## src/rtl/apb_backend_arbiter.sv

```systemverilog
// apb_backend_arbiter: round-robin sharing of one register/memory backend among NUM_REQ requesters.
// Optional watchdog abort of stalled transactions when `ARB_TIMEOUT_EN is defined.
module apb_backend_arbiter #(
   parameter int NUM_REQ     = 2,
   parameter int ADDR_W      = 32,
   parameter int DATA_W      = 32,
   parameter int TIMEOUT_CYC = 256
) (
   input  logic                        i_clk_apb,
   input  logic                        i_rstn_apb,
   input  logic [NUM_REQ-1:0]          i_req_valid,
   input  logic [NUM_REQ-1:0]          i_req_wr,
   input  logic [NUM_REQ*ADDR_W-1:0]   i_req_addr,
   input  logic [NUM_REQ*DATA_W-1:0]   i_req_wdata,
   output logic [NUM_REQ-1:0]          o_req_ready,
   output logic [NUM_REQ-1:0]          o_rsp_valid,
   output logic [DATA_W-1:0]           o_rsp_rdata,
   output logic                        o_rsp_err,
   output logic [$clog2(NUM_REQ)-1:0]  o_grant_id,
   output logic                        o_busy,
   output logic                        o_valid,
   output logic                        o_rd0_wr1,
   output logic [ADDR_W-1:0]           o_addr,
   output logic [DATA_W-1:0]           o_wr_data,
   input  logic                        i_ready,
   input  logic                        i_rd_valid,
   input  logic [DATA_W-1:0]           i_rd_data
);
   localparam int          GW   = $clog2(NUM_REQ);
   localparam logic [GW:0] NREQ = (GW+1)'(NUM_REQ);

   typedef enum logic [1:0] {S_IDLE, S_ISSUE, S_WAIT_RD, S_RESP} state_t;

   state_t                         r_state, w_next;
   logic [GW-1:0]                  r_rr_ptr, r_grant, w_win;
   logic                           r_valid, r_wr;
   logic [ADDR_W-1:0]              r_addr;
   logic [DATA_W-1:0]              r_wdata, r_rdata;
   logic                           w_any, w_to_fire;
   logic [2*NUM_REQ-1:0]           w_dbl;
   logic [NUM_REQ-1:0]             w_rot;
   logic [GW:0]                    w_sum, w_gnt_inc;
   logic [NUM_REQ-1:0][ADDR_W-1:0] w_addr_arr;
   logic [NUM_REQ-1:0][DATA_W-1:0] w_wdata_arr;

   assign w_addr_arr  = i_req_addr;
   assign w_wdata_arr = i_req_wdata;

   // Rotate requests so bit 0 is rr_ptr; the lowest set bit of the rotation wins.
   assign w_dbl = {i_req_valid, i_req_valid};
   assign w_rot = w_dbl[r_rr_ptr +: NUM_REQ];

   always_comb begin
      w_any = |i_req_valid;
      w_sum = '0;
      for (int i = NUM_REQ-1; i >= 0; i--)
         if (w_rot[i]) w_sum = {1'b0, r_rr_ptr} + (GW+1)'(i);
      w_win = (w_sum >= NREQ) ? GW'(w_sum - NREQ) : GW'(w_sum);
   end

   assign w_gnt_inc = {1'b0, r_grant} + (GW+1)'(1);

`ifdef ARB_TIMEOUT_EN
   localparam int CW = $clog2(TIMEOUT_CYC+1);
   logic [CW-1:0] r_wdog;
   logic          r_err;
   logic          w_expired;

   always_ff @(posedge i_clk_apb or negedge i_rstn_apb) begin
      if (!i_rstn_apb)                                      r_wdog <= '0;
      else if (w_next != r_state)                           r_wdog <= '0;
      else if (r_state == S_ISSUE || r_state == S_WAIT_RD)  r_wdog <= r_wdog + CW'(1);
   end

   assign w_expired = (r_state == S_ISSUE || r_state == S_WAIT_RD) &&
                      (r_wdog == CW'(TIMEOUT_CYC-1));
   // A normal completion in the expiry cycle takes priority over the abort.
   assign w_to_fire = w_expired &&
                      ((r_state == S_ISSUE && !i_ready) || (r_state == S_WAIT_RD && !i_rd_valid));

   always_ff @(posedge i_clk_apb or negedge i_rstn_apb) begin
      if (!i_rstn_apb)              r_err <= 1'b0;
      else if (r_state == S_IDLE)   r_err <= 1'b0;
      else if (w_to_fire)           r_err <= 1'b1;
   end

   assign o_rsp_err = r_err;
`else
   logic w_unused_cfg;
   assign w_unused_cfg = ^TIMEOUT_CYC;
   assign w_to_fire    = 1'b0;
   assign o_rsp_err    = 1'b0;
`endif

   always_ff @(posedge i_clk_apb or negedge i_rstn_apb) begin
      if (!i_rstn_apb) r_state <= S_IDLE;
      else             r_state <= w_next;
   end

   always_comb begin
      w_next = r_state;
      unique case (r_state)
         S_IDLE:    if (w_any) w_next = S_ISSUE;
         S_ISSUE:   if (i_ready)        w_next = (r_wr || i_rd_valid) ? S_RESP : S_WAIT_RD;
                    else if (w_to_fire) w_next = S_RESP;
         S_WAIT_RD: if (i_rd_valid || w_to_fire) w_next = S_RESP;
         S_RESP:    w_next = S_IDLE;
         default:   w_next = S_IDLE;
      endcase
   end

   always_comb begin
      o_req_ready = '0;
      o_rsp_valid = '0;
      o_busy      = (r_state != S_IDLE);
      if (r_state == S_IDLE && w_any) o_req_ready[w_win]   = 1'b1;
      if (r_state == S_RESP)          o_rsp_valid[r_grant] = 1'b1;
   end

   // Command latch doubles as the registered backend drive; cleared on the way back to IDLE.
   always_ff @(posedge i_clk_apb or negedge i_rstn_apb) begin
      if (!i_rstn_apb) begin
         r_valid  <= 1'b0;
         r_wr     <= 1'b0;
         r_addr   <= '0;
         r_wdata  <= '0;
         r_rdata  <= '0;
         r_grant  <= '0;
         r_rr_ptr <= '0;
      end else begin
         unique case (r_state)
            S_IDLE: if (w_any) begin
               r_valid <= 1'b1;
               r_wr    <= i_req_wr[w_win];
               r_addr  <= w_addr_arr[w_win];
               r_wdata <= w_wdata_arr[w_win];
               r_rdata <= '0;
               r_grant <= w_win;
            end
            S_ISSUE: if (i_ready) begin
               r_valid <= 1'b0;
               if (!r_wr && i_rd_valid) r_rdata <= i_rd_data;
            end else if (w_to_fire) begin
               r_valid <= 1'b0;
            end
            S_WAIT_RD: if (i_rd_valid) r_rdata <= i_rd_data;
            S_RESP: begin
               r_wr     <= 1'b0;
               r_addr   <= '0;
               r_wdata  <= '0;
               r_rr_ptr <= (w_gnt_inc >= NREQ) ? '0 : GW'(w_gnt_inc);
            end
            default: ;
         endcase
      end
   end

   assign o_valid     = r_valid;
   assign o_rd0_wr1   = r_wr;
   assign o_addr      = r_addr;
   assign o_wr_data   = r_wdata;
   assign o_rsp_rdata = r_rdata;
   assign o_grant_id  = r_grant;

endmodule

```

## config.mk

```make
export PLATFORM = sky130hd
export DESIGN_NAME = apb_backend_arbiter
export DESIGN_NICKNAME = d
export VERILOG_FILES = /design/src/rtl/apb_backend_arbiter.sv
export SDC_FILE = /design/constraint.sdc
export NUM_CORES = 1
export LEC_CHECK = 0
export CORE_AREA = 2 2 106 108
export CTS_CLUSTER_SIZE = 10
export DETAILED_ROUTE_END_ITERATION = 10
export DIE_AREA = 0 0 108 110
export DONT_BUFFER_PORTS = 1
export PLACE_DENSITY = 0.68
export SYNTH_ARGS = -nofsm -noshare
export SYNTH_HDL_FRONTEND = slang
export SYNTH_SLANG_ARGS = --single-unit
```

## constraint.sdc

```tcl
create_clock -name i_clk_apb -period 3.5 [get_ports i_clk_apb]
set_clock_uncertainty 0.15 [all_clocks]
set_input_delay 0.7 -clock i_clk_apb [delete_from_list [all_inputs] [get_ports i_clk_apb]]
set_output_delay 0.7 -clock i_clk_apb [all_outputs]
set_load 0.05 [all_outputs]
```

# Word-level counts from Yosys, hierarchy flattened
# Index checks and enable logic that the tools add are counted.
[word_totals]
ff_bits = 102
input_bits = 168
output_inout_bits = 105
elab_cells = 77
[op_classes]
add_sub_neg = 3
order_cmp = 6
eq_ne = 7
shift = 1
mux = 35
n_reduce_logical = 17
[op_table]
columns = ["cell", "n"]
rows = [
  ["$mux W32", 10],
  ["$pmux W32 S2", 2],
  ["$pmux W32 S3", 1],
  ["$mux W2", 7],
  ["$mux W1", 10],
  ["$ne A2 B2 Y1 const B", 4],
  ["$pmux W2 S4", 1],
  ["$reduce_and A3 Y1", 2],
  ["$reduce_bool A2 Y1", 3],
  ["$reduce_and A5 Y1", 1],
  ["$add A1 B1 Y2 const B", 2],
  ["$eq A2 B2 Y1 const B", 2],
  ["$ge A2 B2 Y1 const B", 2],
  ["$logic_and A1 B1 Y1", 4],
  ["$lt A1 B2 Y1 const B", 2],
  ["$pmux W1 S2", 2],
  ["$reduce_and A2 Y1", 2],
  ["$shiftx A4 B2 Y2", 1],
  ["$reduce_bool A3 Y1", 1],
  ["$demux W1 S1", 2],
  ["$eq A2 B1 Y1 const B", 1],
  ["$ge A1 B1 Y1 const B", 2],
  ["$logic_not A2 Y1", 1],
  ["$reduce_or A2 Y1", 1],
  ["3 further kinds", 3],
]

# Logic depth before layout (Yosys ltp)
# Gate-level depths: netlist (run 1).
[depth]
ltp_word = 10
mapped_depth = 7
ltp_nobuf = 5

# Worst setup path before layout (run 1)
# Ideal clock, no wire load.
[synth_timing]
path_type = "in2out"
start = "input port i_req_valid[0]"
end = "output port o_req_ready[1]"
arrival_time_ps = 1905
t_required_ps = 2650
slack_ps = 745
stages = 5
path_buffers = 2
cell_sequence = "inv_1 > o21ai_1 > buf_2 > buf_2 > nor2_1"
[synth_between]
elab_chain_cells = 10
elab_cells_between_ends = 14
cone_classes = "1 x add/sub; 3 x order compare; 1 x shift; 6 x mux; 3 x reduce/logical"
[synth_rtl]
columns = ["item", "line_no", "text"]
rows = [
  ["from (decl)", "11", "input logic [NUM_REQ-1:0] i_req_valid,"],
  ["$shiftx A4 B2 Y2", "51", "assign w_rot = w_dbl[r_rr_ptr +: NUM_REQ];"],
  ["$mux W2 (2 in a row)", "57", "if (w_rot[i]) w_sum = {1'b0, r_rr_ptr} + (GW+1)'(i);"],
  ["$ge A2 B2 Y1 / $sub A1 B1 Y1 (equally long branches)", "58", "w_win = (w_sum >= NREQ) ? GW'(w_sum - NREQ) : GW'(w_sum);"],
  ["$mux W1", "58", ""],
  ["$lt A1 B2 Y1 (not written as such) / $ge A1 B1 Y1 (equally long branches)", "116", "if (r_state == S_IDLE && w_any) o_req_ready[w_win] = 1'b1;"],
  ["$logic_and A1 B1 Y1 (not written as such)", "116", ""],
  ["$mux W1 (not written as such)", "116", ""],
  ["$demux W1 S1", "116", ""],
  ["$mux W2 (*)", "116", ""],
  ["to (decl)", "15", "output logic [NUM_REQ-1:0] o_req_ready,"],
]
# Mark *: on every way between the ends. The rest lies on a longest branch, timed or not.

# Worst setup path after layout (run 1)
[layout_timing]
start = "register r_state[0]"
end = "register r_addr[13], in the netlist o_addr[13]"
[layout_between]
elab_chain_cells = 3
elab_cells_between_ends = 6
cone_classes = "2 x eq/ne; 1 x mux; 3 x reduce/logical"
[layout_rtl]
columns = ["item", "line_no", "text"]
rows = [
  ["from (decl)", "34", "state_t r_state, w_next;"],
  ["from (signal assigned)", "97", "else r_state <= w_next;"],
  ["$eq A2 B2 Y1 / $logic_not A2 Y1 (equally long branches)", "131", "unique case (r_state)"],
  ["$reduce_bool A2 Y1 (no line) / $ne A2 B2 Y1 (equally long branches)", "n/a", ""],
  ["$reduce_and A2 Y1 (no line)", "n/a", ""],
  ["to (signal assigned)", "135", "r_addr <= w_addr_arr[w_win];"],
  ["to (decl)", "37", "logic [ADDR_W-1:0] r_addr;"],
]
# Parallel ways exist; a longest one is shown, timed or not.
# A chain may end at the register's enable or synchronous reset.

==> impl_metrics.py, run 1 <==
metrics = {
    "global_routing": {
        "grt_max_degree": 103,
        "grt_pass1_vias": 2949,
        "grt_pass1_wl_microns": 15950,
        "grt-ovfl-total": 0,
        "gr-usage-all-layers_pct": 17.55,
        "antenna_found_initial": 0,
    },
    "critical_path": {
        "cp.arrival_ns": 2.99,
        "crit_type": "reg -> reg",
        "cp-start-kind": "flip-flop",
        "crit_chain": "inv_1 -> ha_1 -> inv_1 -> or3_2 -> o2bb2ai_1",
        "endpoint_kind": "flip-flop",
        "crit_family": "simple AND/OR/NAND/NOR gates",
        "crit_top_cell": "inv_1",
        "r2r-start": "r_state[0]",
        "critPathMaxFanout": 65,
        "cp.buffers_inverters": 2,
        "slowest_stage": "or3_2",
        "critPathLaunch": "r_state[0]",
        "max_stage_delay_ns": 1.01,
        "critPathRequiredTime_ns": 3.61,
    },
    "placement": {
        "placed_cells": 513,
        "dpl.hpwl_microns": 8055,
        "place.gp.congestion": 0.8119,
        "port_buffers": 0,
    },
    "clock_network": {
        "htree_levels": 3,
        "path_clk_slew_ns": 0.10,
        "insertion_delay_ns": 0.35,
        "clockRootBuffer": "clkbuf_8",
        "clock_sinks": 102,
        "clock_path_buffers": 2,
        "numCtsBuffers": 9,
        "cts_tree": "built",
    },
    "timing": {
        "setup_violations": 0,
        "finalMaxSlewViolations": 0,
        "max_freq_mhz": 346.8,
        "fin_setup_tns_ns": 0,
        "min_period_ns": 2.884,
        "relSlewSlack_pct": 22.46,
        "worst_pin_slew_ns": 1.163,
        "rsz0062_at_grt": "false",
        "hold_viol": 0,
        "hold-worst-slack_ns": 0.1098,
        "fin_crit_sh_pct": 82.40,
    },
    "die": {
        "start_util_pct": 44.06,
        "row_count": 38,
        "top_level_ports": 273,
        "die_w_microns": 108,
        "dieHeight_microns": 110,
        "dieArea_sq_um": 11880,
        "coreArea_sq_um": 10700,
    },
    "routing": {
        "drt_iter0_drc": 108,
        "finalWirelength_microns": 11040,
        "drt_pass1_iterations": 4,
        "vias_per_cell": 5.687,
        "via_count": 3014,
        "route.detailed.drc": 0,
        "wl_per_cell_microns": 20.82,
        "drtAntennaViolNets": 0,
    },
    "finish": {
        "diodes": 0,
        "seqCellArea_sq_um": 2552,
        "nets": 558,
        "instances_no_fill": 530,
        "multi_input_area_sq_um": 1911,
        "area_growth_pct": 7.008,
        "final_layout_size_suffix_gt1_share_pct": 6.410,
        "fillerInstances": 974,
    },
    "logic_synthesis": {
        "synth.avg_cell_area_sq_um": 11.90,
        "synth_fp_nets": 569,
        "synth_cells": 396,
        "syn_area_sq_um": 4713,
        "synth.distinct_cells": 23,
        "synth-seq-cells": 102,
        "ys_seq_area_share_pct": 54.15,
        "yosysWarnings": 0,
    },
    "status": {
        "status": "finished clean",
    },
    "flow_run": {
        "drv_cap": 0,
    },
    "hold_path": {
        "hold_path.class": "in -> async",
    },
}
-- stage by stage --
step	setup slack, ns	area [sq um]	utilization, %
6_report	0.6161	5044	47.15
2_1_floorplan	0.7450	4713	-
4_1_cts	0.5775	5044	47.15
3_5_place_dp	0.5803	4838	45.23
3_3_place_gp	0.7088	4838	45.23
5_1_grt	0.4057	5044	47.15
-- worst register-to-register path: cells and delay by family (launching register included) --
| kind | cells | cell delay [ns] |
|---|---|---|
| simple gates | 1 | 1.01 |
| buf+inv | 2 | 0.47 |
| flops | 1 | 0.42 |
| compound gates | 1 | 0.38 |
| fa+ha+maj | 1 | 0.36 |
-- synth_stat cells --
cell type	instances	share of area, %
dfrtp_1	102	54
mux2i_1	97	21
o2bb2ai_1	65	12
inv_1	38	3.0
nand2_1	37	2.9
buf_1	12	0.96
clkbuf_1	8	0.64
o21ai_0	6	0.64
buf_2	5	0.53
ha_1	5	1.3
nor2_1	5	0.40
a21oi_1	3	0.32
buf_6	3	0.72
a21o_1	1	0.16
a222oi_1	1	0.21
and2_1	1	0.13
and4b_1	1	0.21
buf_4	1	0.16
conb_1	1	0.080
nor2b_1	1	0.13
o21ai_1	1	0.11
o311ai_2	1	0.35
or3_1	1	0.13
-- layout by cell type, fill, tap and decap left out, types with 3 or more instances in the layout --
cell type  synthesis  layout
a21oi_1            3       3
buf_4              1       5
clkbuf_8           0      10
dfrtp_1          102     102
ha_1               5       5
inv_1             38      38
mux2i_1           97      97
nand2_1           37      37
nor2_1             5       5
o21ai_0            6       5
o2bb2ai_1         65      65
-- cell type report --
class / instances / share of cell area (%)
multi-input cells: 227 / 37.88
repair buffers: 7 / 1.687
well taps: 140 / 3.473
clock buffers: 12 / 2.878
flip-flops and latches: 102 / 50.61
inverters: 38 / 2.828
clock inverters: 4 / 0.6450
-- registers in the layout (all words and copies together), names as in the netlist --
| register | count |
|---|---|
| o_addr | 32 |
| o_rsp_rdata | 32 |
| o_wr_data | 32 |
| r_state | 2 |
| o_grant_id | 1 |
| o_rd0_wr1 | 1 |
| o_valid | 1 |
| r_rr_ptr | 1 |
-- logic make-up after synthesis --
logic type	share of synthesized area, %
DFF	54.15
muxes	20.60
AOI/OAI and AO/OA	13.86
buffers and inverters	6.026
and+or+nand+nor	3.956
adders and majority gates	1.327
other	0.07956
-- repair_timing --
item | 4_1_cts | 5_1_grt
hold buffers | 1 | 0
gates resized for setup | 0 | 0
endpoints found under the setup margin | 0 | 0
endpoints found under the hold margin | 102 | 0
buffers inserted | 0 | 0
-- per-layer routing --
layer,part of all wire [%],vias to the layer above,global-route usage [%]
li1,-,1371,-
met1,38,1478,20.57
met2,51,156,30.14
met3,10,9,6.878
met4,1.1,0,4.853
met5,0,-,0
-- final timing paths --
check	to	slack, ns	cells after the start
worst min-delay path	o_wr_data[25]	0.11	1
worst max-delay path	o_addr[13]	0.62	5
min in group i_clk_apb	o_rsp_rdata[24]	0.32	2
worst max register to register	o_addr[13]	0.62	5
worst min register to register	r_rr_ptr	0.47	2
max in group asynchronous	o_rsp_rdata[21]	2.71	1
Power of run 1 is left out: the tool's default activity adds up to more than one toggle a clock period on the data nets, which glitch-free logic cannot reach.
==> inputs of run 2 (changes only) <==
PLACE_DENSITY = 0.7   (was 0.68)
clock period = 2.61 ns   (was 3.5 ns; I/O delays follow)
==> impl_metrics.py, run 2 (synthesis gave the netlist of run 1 again) <==
metrics = {
    "placement": {
        "pre_cts_ws_ns": 0.2608,
        "place.gp.congestion": 0.8138,
        "dpl.hpwl_microns": 8024,
        "port_buffers": 0,
        "place_area_sq_um": 4881,
    },
    "routing": {
        "wl_per_cell_microns": 20.50,
        "finalWirelength_microns": 10930,
        "drt_pass1_iterations": 4,
        "route.detailed.drc": 0,
        "drt_iter0_drc": 183,
        "via_count": 3031,
        "vias_per_cell": 5.687,
        "drtAntennaViolNets": 0,
    },
    "global_routing": {
        "grt_max_degree": 103,
        "antenna_found_initial": 0,
        "grt_pass1_wl_microns": 16050,
        "gr-usage-all-layers_pct": 17.73,
        "grt_pass1_vias": 3077,
        "grt-ovfl-total": 0,
    },
    "die": {
        "start_util_pct": 44.06,
        "top_level_ports": 273,
        "coreArea_sq_um": 10700,
        "dieHeight_microns": 110,
        "dieArea_sq_um": 11880,
        "die_w_microns": 108,
        "row_count": 38,
    },
    "clock_network": {
        "insertion_delay_ns": 0.37,
        "cts_tree": "built",
        "clockRootBuffer": "clkbuf_8",
        "clock_sinks": 102,
        "numCtsBuffers": 9,
        "clock_path_buffers": 2,
        "path_clk_slew_ns": 0.10,
        "htree_levels": 3,
    },
    "timing": {
        "hold-worst-slack_ns": -0.3116,
        "min_period_ns": 2.447,
        "worst_slack_ns": 0.1630,
        "fin_setup_tns_ns": 0,
        "rsz0062_at_grt": "false",
        "worst_pin_slew_ns": 0.6527,
        "relSlewSlack_pct": 56.49,
        "max_freq_mhz": 408.7,
        "fin_crit_sh_pct": 93.76,
        "finalMaxSlewViolations": 0,
        "hold_viol": 102,
        "setup_violations": 0,
    },
    "critical_path": {
        "cp-start-kind": "flip-flop",
        "crit_type": "reg -> out",
        "rrSetupSlack_ns": 0.22,
        "cp.arrival_ns": 1.78,
        "critPathMaxFanout": 6,
        "critPathRequiredTime_ns": 1.94,
        "endpoint_kind": "output pin",
    },
    "finish": {
        "final_common_cell": "dfrtp_1",
        "nets": 561,
        "diodes": 0,
        "area_growth_pct": 7.486,
        "stdcell_area_sq_um": 5066,
        "final_layout_size_suffix_gt1_share_pct": 7.634,
        "layout_common_cells": "dfrtp_1, mux2i_1, o2bb2ai_1",
    },
    "hold_path": {
        "hold_path.class": "in -> async",
    },
    "flow_run": {
        "drv_cap": 0,
    },
    "status": {
        "violations": "hold timing",
        "status": "finished, violations left",
    },
}
==> run 2: cell count changes in the layout (fill, tap and decap cells not counted), sizes merged <==
cell / delta
clkbuf: -1
buf: +3
clkinv: +1
==> run 2: worst max-delay path: stages (launching register included) <==
cell     delay [ns]
dfrtp_1        0.42
inv_1          0.13
ha_1           0.37
inv_1          0.14
nor2_1         0.13
buf_4          0.22
==> run 2: through the flow <==
| stage | utilization [%] | instances |
|---|---|---|
| floorplan | - | 396 |
| global placement | 45.63 | 517 |
| detailed placement | 45.63 | 517 |
| CTS | 47.36 | 533 |
| global route | 47.36 | 533 |
| finish | 47.36 | 533 |
==> run 2: metal layers <==
metal	wire length [microns]	vias up	GRT usage, %
met5	0	-	0
met2	5646	164	30.50
met3	985	14	5.232
met1	4076	1480	20.44
li1	-	1373	-
met4	218	0	8.242
==> run 2: area by class of cell <==
type,instances,area (sq um)
fill,939,5632
sequential,102,2552
multi-input combinational,227,1911
tap,140,175.2
clock buffer,11,151.4
inverter,38,142.6
timing repair buffer,10,100.1
clock inverter,5,33.78
==> run 2: final timing paths <==
kind,to,start,cells past startpoint
worst max-delay path,o_req_ready[1],r_state[0],5
worst min-delay path,o_addr[31],i_rstn_apb,0
max in group asynchronous,o_wr_data[13],i_rstn_apb,0
worst max register to register,o_addr[17],r_state[0],6
min in group i_clk_apb,o_rsp_rdata[14],i_rd_data[14],2
worst min register to register,r_rr_ptr,r_rr_ptr,2
==> run 2: what timing repair did <==
action	in CTS	in global routing
resized for setup	0	0
endpoints found under the hold margin	102	102
setup buffers	0	0
Power of run 2 is left out for the same reason.
